**src/rtl/serial_add_arb.sv**
```systemverilog
// Round-robin arbiter that time-shares one bit-serial full adder (two half
// adders plus a carry flop) between two requesters, LSB-first over WIDTH cycles.
module serial_add_arb #(
   parameter int WIDTH = 8
) (
   input  logic             clk,
   input  logic             rst,
   input  logic             req0,
   input  logic [WIDTH-1:0] a0,
   input  logic [WIDTH-1:0] b0,
   input  logic             req1,
   input  logic [WIDTH-1:0] a1,
   input  logic [WIDTH-1:0] b1,
   output logic             ack0,
   output logic             ack1,
   output logic             done,
   output logic             busy,
   output logic             gnt_id,
   output logic [WIDTH-1:0] sum,
   output logic             cout
);

   localparam int CW = (WIDTH > 1) ? $clog2(WIDTH) : 1;

   typedef enum logic [1:0] {
      S_IDLE = 2'd0,
      S_RUN  = 2'd1,
      S_DONE = 2'd2
   } state_e;

   state_e           state_q, state_d;
   logic [WIDTH-1:0] a_sh_q, a_sh_d;
   logic [WIDTH-1:0] b_sh_q, b_sh_d;
   logic [WIDTH-1:0] acc_q, acc_d;
   logic [WIDTH-1:0] sum_q, sum_d;
   logic [CW-1:0]    cnt_q, cnt_d;
   logic             c_q, c_d;
   logic             cout_q, cout_d;
   logic             gnt_id_q, gnt_id_d;
   logic             last_gnt_q, last_gnt_d;
   logic             ack0_q, ack0_d;
   logic             ack1_q, ack1_d;
   logic             done_q, done_d;
   logic             busy_q, busy_d;

   logic [1:0]       ha1_s, ha2_s;
   logic             c_next_s, win_s;
   logic [WIDTH-1:0] s_msb_s, acc_next_s;

   // Returns {carry, sum} of a single half-adder cell.
   function automatic logic [1:0] half_add(input logic x, input logic y);
      return {x & y, x ^ y};
   endfunction

   // Next-state, datapath and registered-output computation.
   always_comb begin
      state_d    = state_q;
      a_sh_d     = a_sh_q;
      b_sh_d     = b_sh_q;
      acc_d      = acc_q;
      sum_d      = sum_q;
      cnt_d      = cnt_q;
      c_d        = c_q;
      cout_d     = cout_q;
      gnt_id_d   = gnt_id_q;
      last_gnt_d = last_gnt_q;
      ack0_d     = 1'b0;
      ack1_d     = 1'b0;
      done_d     = 1'b0;
      busy_d     = busy_q;

      ha1_s    = half_add(a_sh_q[0], b_sh_q[0]);
      ha2_s    = half_add(ha1_s[0], c_q);
      c_next_s = ha1_s[1] | ha2_s[1];
      s_msb_s  = '0;
      s_msb_s[WIDTH-1] = ha2_s[0];
      acc_next_s = (acc_q >> 1'b1) | s_msb_s;

      // On a tie the pointer hands the grant to whoever was not served last.
      if (req0 && req1) begin
         win_s = ~last_gnt_q;
      end else begin
         win_s = ~req0;
      end

      case (state_q)
         S_IDLE: begin
            if (req0 || req1) begin
               state_d    = S_RUN;
               a_sh_d     = win_s ? a1 : a0;
               b_sh_d     = win_s ? b1 : b0;
               acc_d      = '0;
               c_d        = 1'b0;
               cnt_d      = '0;
               gnt_id_d   = win_s;
               last_gnt_d = win_s;
               busy_d     = 1'b1;
            end else begin
               state_d = S_IDLE;
               busy_d  = 1'b0;
            end
         end
         S_RUN: begin
            a_sh_d = a_sh_q >> 1'b1;
            b_sh_d = b_sh_q >> 1'b1;
            acc_d  = acc_next_s;
            c_d    = c_next_s;
            if (cnt_q == CW'(WIDTH - 1)) begin
               state_d = S_DONE;
               sum_d   = acc_next_s;
               cout_d  = c_next_s;
               ack0_d  = ~gnt_id_q;
               ack1_d  = gnt_id_q;
               done_d  = 1'b1;
            end else begin
               cnt_d = cnt_q + CW'(1);
            end
         end
         S_DONE: begin
            state_d = S_IDLE;
            busy_d  = 1'b0;
         end
         default: begin
            state_d = S_IDLE;
            busy_d  = 1'b0;
         end
      endcase
   end

   // State and output registers with synchronous reset.
   always_ff @(posedge clk) begin
      if (rst) begin
         state_q    <= S_IDLE;
         a_sh_q     <= '0;
         b_sh_q     <= '0;
         acc_q      <= '0;
         sum_q      <= '0;
         cnt_q      <= '0;
         c_q        <= 1'b0;
         cout_q     <= 1'b0;
         gnt_id_q   <= 1'b0;
         last_gnt_q <= 1'b1;
         ack0_q     <= 1'b0;
         ack1_q     <= 1'b0;
         done_q     <= 1'b0;
         busy_q     <= 1'b0;
      end else begin
         state_q    <= state_d;
         a_sh_q     <= a_sh_d;
         b_sh_q     <= b_sh_d;
         acc_q      <= acc_d;
         sum_q      <= sum_d;
         cnt_q      <= cnt_d;
         c_q        <= c_d;
         cout_q     <= cout_d;
         gnt_id_q   <= gnt_id_d;
         last_gnt_q <= last_gnt_d;
         ack0_q     <= ack0_d;
         ack1_q     <= ack1_d;
         done_q     <= done_d;
         busy_q     <= busy_d;
      end
   end

   assign ack0   = ack0_q;
   assign ack1   = ack1_q;
   assign done   = done_q;
   assign busy   = busy_q;
   assign gnt_id = gnt_id_q;
   assign sum    = sum_q;
   assign cout   = cout_q;

endmodule

```
**config.mk**
```make
export PLATFORM = sky130hd
export DESIGN_NAME = serial_add_arb
export DESIGN_NICKNAME = d
export VERILOG_FILES = /design/src/rtl/serial_add_arb.sv
export SDC_FILE = /design/constraint.sdc
export NUM_CORES = 1
export LEC_CHECK = 0
export BUFFER_PORTS_ARGS = -buffer_cell sky130_fd_sc_hd__buf_2
export CAP_MARGIN = 10
export CORE_AREA = 2 2 71 73
export DETAILED_ROUTE_END_ITERATION = 8
export DIE_AREA = 0 0 73 75
export HOLD_SLACK_MARGIN = 0.05
export PLACE_DENSITY = 0.65
export SKIP_CTS_REPAIR_TIMING = 1
export SLEW_MARGIN = 15
export SYNTH_ARGS = -nofsm -noshare
export SYNTH_HDL_FRONTEND = slang
export SYNTH_SLANG_ARGS = --single-unit
```
**constraint.sdc**
```tcl
create_clock -name clk -period 1.5 [get_ports clk]
set_input_delay 0.15 -clock clk [delete_from_list [all_inputs] [get_ports clk]]
set_output_delay 0.15 -clock clk [all_outputs]
set_load 0.02 [all_outputs]
```
## Yosys cells after proc, flatten, opt, wreduce, memory -nomap -nowiden

Cells that the tools add are included.

| storage, ports and cells | value |
|---|---|
| input bits | 36 |
| output and inout bits | 14 |
| bits in registers | 45 |
| word-level logic and storage cells | 61 |

| operators by class | value |
|---|---|
| bitwise logic cells | 11 |
| reductions and logical operators | 10 |
| eq/ne operators | 5 |
| $add $sub $neg | 1 |
| mux-type cells | 20 |

Operators with widths:

| kind | count |
|---|---|
| 8-bit case mux with 2 select lines | 3 |
| 8-bit 2-to-1 mux | 5 |
| 7-bit by 8-bit OR with 8-bit output | 1 |
| 3-bit 2-to-1 mux | 2 |
| 2-bit != test (second input constant) | 3 |
| 3-bit case mux with 2 select lines | 1 |
| 2-bit AND reduction | 3 |
| 1-bit 2-to-1 mux | 5 |
| 1-bit NOT | 5 |
| 1-bit case mux with 2 select lines | 2 |
| 2-bit case mux with 2 select lines | 1 |
| 3-bit by 1-bit adder with 3-bit output (second input constant) | 1 |
| 3-bit == test (second input constant) | 1 |
| 3-bit AND reduction | 1 |
| 3-bit OR reduction | 1 |
| 1-bit AND | 2 |
| 2-bit by 1-bit == test with 1-bit output (second input constant) | 1 |
| 2-bit zero test | 1 |
| 2-bit 2-to-1 mux | 1 |
| 2-bit nonzero test | 1 |
| 2-bit OR reduction | 1 |
| 1-bit XOR | 2 |
| 1-bit logical AND | 1 |
| 1-bit logical OR | 1 |
| 1-bit OR | 1 |

## Longest topological paths before layout

| logic depth | value |
|---|---|
| word-level depth | 5 |
| gate-level depth with buffers | 7 |
| depth with buffers taken out | 6 |

## Least setup slack after synthesis

No wires, ideal clock.

| timing path | value |
|---|---|
| path type | flip-flop to flip-flop |
| start point | register cnt_q[0] |
| end point | register cout_q (netlist: cout) |
| data arrival time | 1.271 ns |
| buffers on the path | 2 |
| cell stages (with the launch flop) | 8 |
| data required time | 1.368 ns |
| setup slack | 0.097 ns |
| library setup time | 0.132 ns |
| clock period less this slack | 1.403 ns |
| cell sequence | dfxtp_1 > ha_1 > ha_1 > clkbuf_1 > nand2_2 > buf_6 > nand2_1 > a21oi_1 |

| between the ends | value |
|---|---|
| word-level cells in the longest chain between the ends | 2 |

RTL lines:

| element | RTL line | RTL |
|---|---|---|
| start: declaration | 36 | `logic [CW-1:0] cnt_q, cnt_d;` |
| start signal: assignment | 153 | `cnt_q <= cnt_d;` |
| 3-bit == test | 108 | `if (cnt_q == CW'(WIDTH - 1)) begin` |
| 2-bit AND reduction (no source line) | - |  |
| end signal: assignment | 155 | `cout_q <= cout_d;` |
| end: declaration | 38 | `logic cout_q, cout_d;` |

Every way passes these cells.
A chain may end at the register's enable or synchronous reset.

## Worst setup path in the final report

| timing path | value |
|---|---|
| start point | register cnt_q[0] |
| end point | register cnt_q[1] |

| between the ends | value |
|---|---|
| word-level cells in the longest chain between the ends | 3 |
| elaborated cells between the ends (all ways) | 6 |
| those cells by class | add/sub (1); eq/ne (2); mux (2); reduce/logical (1) |

RTL lines:

| element | RTL line |
|---|---|
| 3-bit by 1-bit adder with 3-bit output or 3-bit == test (tied branches) | 116, 108 |
| 3-bit 2-to-1 mux or 2-bit != test (tied branches) | - |
| 3-bit case mux with 2 select lines or 3-bit AND reduction (tied branches) | - |

Parallel ways exist; a longest one is shown, timed or not. The select of a mux whose other input is x is not followed.

==> summary.md <==
| Metric | Value |
|---|---|
| Max Cap Viol | `0` |
| Internal power | `1.857 mW` |
| CTS Buffer Depth | `2` |
| Startpoint Class | `register` |
| CTS root buf | `clkbuf_8` |
| Share of flip-flops with an asynchronous set or reset | `0` |
| RSZ-0062 raised after global routing | `no` |
| Main synth FF type | `dfxtp_1` |
| Layout cells sized above 1 | `0.3120` |
| Syn avg cell area | `9.955 um^2` |
| Clk pwr share | `0.366` |
| Vias | `1,495` |
| Iter 0 DRT Violations | `79` |
| Post-synth EDFFs | `0` |
| Post-Syn Area | `1822 um^2` |
| Initial antenna violation count | `0` |
| Die width | `73 um` |
| Library cells used by synthesis | `29` |
| Combinational share of power | `0.119` |
| Critical path class | `register to register` |
| CP required | `1.70 ns` |
| Setup TNS | `0 ns` |
| Final core occ | `0.4768` |
| Post-place setup slack | `0.1312 ns` |
| DRT Pass-1 Iters | `4` |
| Power Density | `1098 nW/um^2` |
| Initial Utilization | `0.3909` |
| CTS tree | `built` |
| Worst slew pin tran | `0.3300 ns` |
| Post-synth top area share | `0.4835` |
| Slew Limit Fails | `0` |
| DRT Wirelength | `3464 um` |
| Vias in the first global route | `1,296` |
| Wire length per cell | `12.03 um` |
| Tightest Hold Check Type | `input pin to register` |
| Placement Rows | `25` |
| Design Power | `2.440 mW` |
| Post-synthesis register bit count | `44` |
| Area growth, synth to finish | `21.98%` |
| Sequential power share | `0.515` |
| Hpwl dp | `2473 um` |
| Peak Freq | `725.2 MHz` |
| Vias per cell | `5.191` |
| Rel. slew slack | `0.7780` |
| Cells after Synth | `183` |
| Leakage power | `0.9615 nW` |
| Worst-path maximum fanout | `4` |
| Final hold vios | `0` |
| Final net count | `272` |
| NetSw | `583.7 uW` |
| Syn_nets | `222` |
| Post-route ant nets | `0` |
| Switching Share | `0.2392` |
| Die height | `75 um` |
| Clock slew at reported path FFs | `0.08 ns` |
| Total gr overflow | `0` |
| Antenna cells | `0` |
| Worst endpoint data arrival time | `1.57 ns` |
| GPL Wtd Cong | `0.7657` |
| Filler Cells Inserted | `456` |
| Final Cycle Share | `0.9193` |
| Num ports | `50` |
| Num CTS Buffers | `5` |
| I/O Buffers | `49` |
| Min Tclk post-route | `1.379 ns` |
| Pin count of the biggest net entering global routing | `21` |
| Post-synthesis sequential area ratio | `0.4835` |
| Worst VDD drop | `485.8 uV` |
| Final setup vio count | `0` |
| Worst skew pair latency | `0.30 ns` |
| Outcome | `finished clean` |
| Setup ws final | `0.1211 ns` |
| Area leader, netlist | `dfxtp_1` |
| Top post-synthesis cells by area | `dfxtp_1, a22oi_1, mux2i_1` |
| First-pass GRT wire length | `5651 um` |
| Clock Sinks | `44` |
| Crit path capture type | `register` |
| Die Footprint | `5475 um^2` |
| Core Box Area | `4661 um^2` |
| Total GRT Usage | `0.1357` |
| DRC Markers | `0` |
| H-tree depth | `2` |
| Syn. warnings | `0` |
| Worst Clk Skew | `0.004340 ns` |
[metrics by stage]
stage | area, um^2 | hold slack [ns] | instances
after global placement | 2115 | 0.4291 | 280
after global routing | 2222 | 0.1271 | 288
after floorplan | 1822 | 0.3251 | 183
after CTS | 2222 | 0.1203 | 288
final | 2222 | 0.1222 | 288
after detailed placement | 2115 | 0.4391 | 280
[cell type report]
class / instances / area (um^2) / share of cell area
Sequential cell: 44 / 880.8 / 0.3964
Multi-Input combinational cell: 122 / 829.5 / 0.3733
Timing Repair Buffer: 59 / 332.8 / 0.1498
Clock buffer: 6 / 72.57 / 0.03266
Clock inverter: 2 / 35.03 / 0.01577
Tap cell: 54 / 67.56 / 0.03041
Inverter: 1 / 3.754 / 0.001689
[power groups by stage]
stage,Combinational [mW],Sequential [mW],Clock (mW)
5_1_grt,0.323,1.26,0.958
4_1_cts,0.293,1.26,0.907
3_5_place_dp,0.293,1.28,0
6_report,0.290,1.26,0.893
3_3_place_gp,0.289,1.28,0
2_1_floorplan,0.201,1.28,0
[cell usage in the layout, fill, tap and decap left out, types with 5 or more instances in the layout]
cell	netlist	final
nand3_1	9	9
mux2i_1	17	17
o22ai_1	14	14
buf_4	6	9
nor2_1	19	19
buf_2	1	49
dfxtp_1	44	44
clkbuf_8	0	5
a21oi_1	11	11
nand2_1	9	9
a22oi_1	24	24
[logic make-up after synthesis]
family / synth area share
adder cells (fa/ha/maj): 0.02472
multiplexers: 0.09340
AND/OR/NAND/NOR: 0.1257
flip-flops: 0.4835
buffers and inverters: 0.06249
AO/OA/AOI/OAI: 0.2102
[worst max-delay path: stages (launching register included)]
cell and delay (ns):
dfxtp_1 0.33, ha_1 0.20, ha_1 0.22, nor3b_2 0.20
a21oi_1 0.11, a22oi_1 0.17, nor2_1 0.05
[metal layers]
metal / track usage / vias up / wire length [um]
met5: 0 / - / 0
met4: 0.05556 / 0 / 53
met3: 0.05221 / 6 / 195
met2: 0.2172 / 44 / 1607
met1: 0.1644 / 679 / 1609
li1: - / 766 / -
[final timing paths]
kind | startpoint | end | slack [ns] | cells after the start
setup / recovery | cnt_q[0]$_SDFFE_PP0P_ | cnt_q[1]$_SDFFE_PP0P_ | 0.12 | 6
hold / removal | b0[7] | b_sh_q[7]$_SDFFE_PP0P_ | 0.12 | 3
setup reg to reg | cnt_q[0]$_SDFFE_PP0P_ | cnt_q[1]$_SDFFE_PP0P_ | 0.12 | 6
hold reg to reg | sum[4]$_SDFFE_PP0P_ | sum[4]$_SDFFE_PP0P_ | 0.45 | 2
[flip-flops by register name (all words and copies together) (netlist names), 2 cells and up]
| signal | count |
|---|---|
| a_sh_q | 8 |
| acc_q | 7 |
| b_sh_q | 8 |
| cnt_q | 3 |
| state_q | 2 |
| sum | 8 |
[synthesized netlist by cell type (all sizes together) (2+ instances only)]
| library cell | number |
|---|---|
| nor2b | 2 |
| nor2 | 19 |
| o2bb2ai | 2 |
| nand3 | 9 |
| dfxtp | 44 |
| a21oi | 11 |
| ha | 2 |
| o22ai | 14 |
| clkbuf | 6 |
| nand2 | 10 |
| buf | 10 |
| a22oi | 24 |
| o21bai | 2 |
| mux2i | 17 |
| nor3 | 3 |
Note: power is estimated with default switching activity, not from simulation.
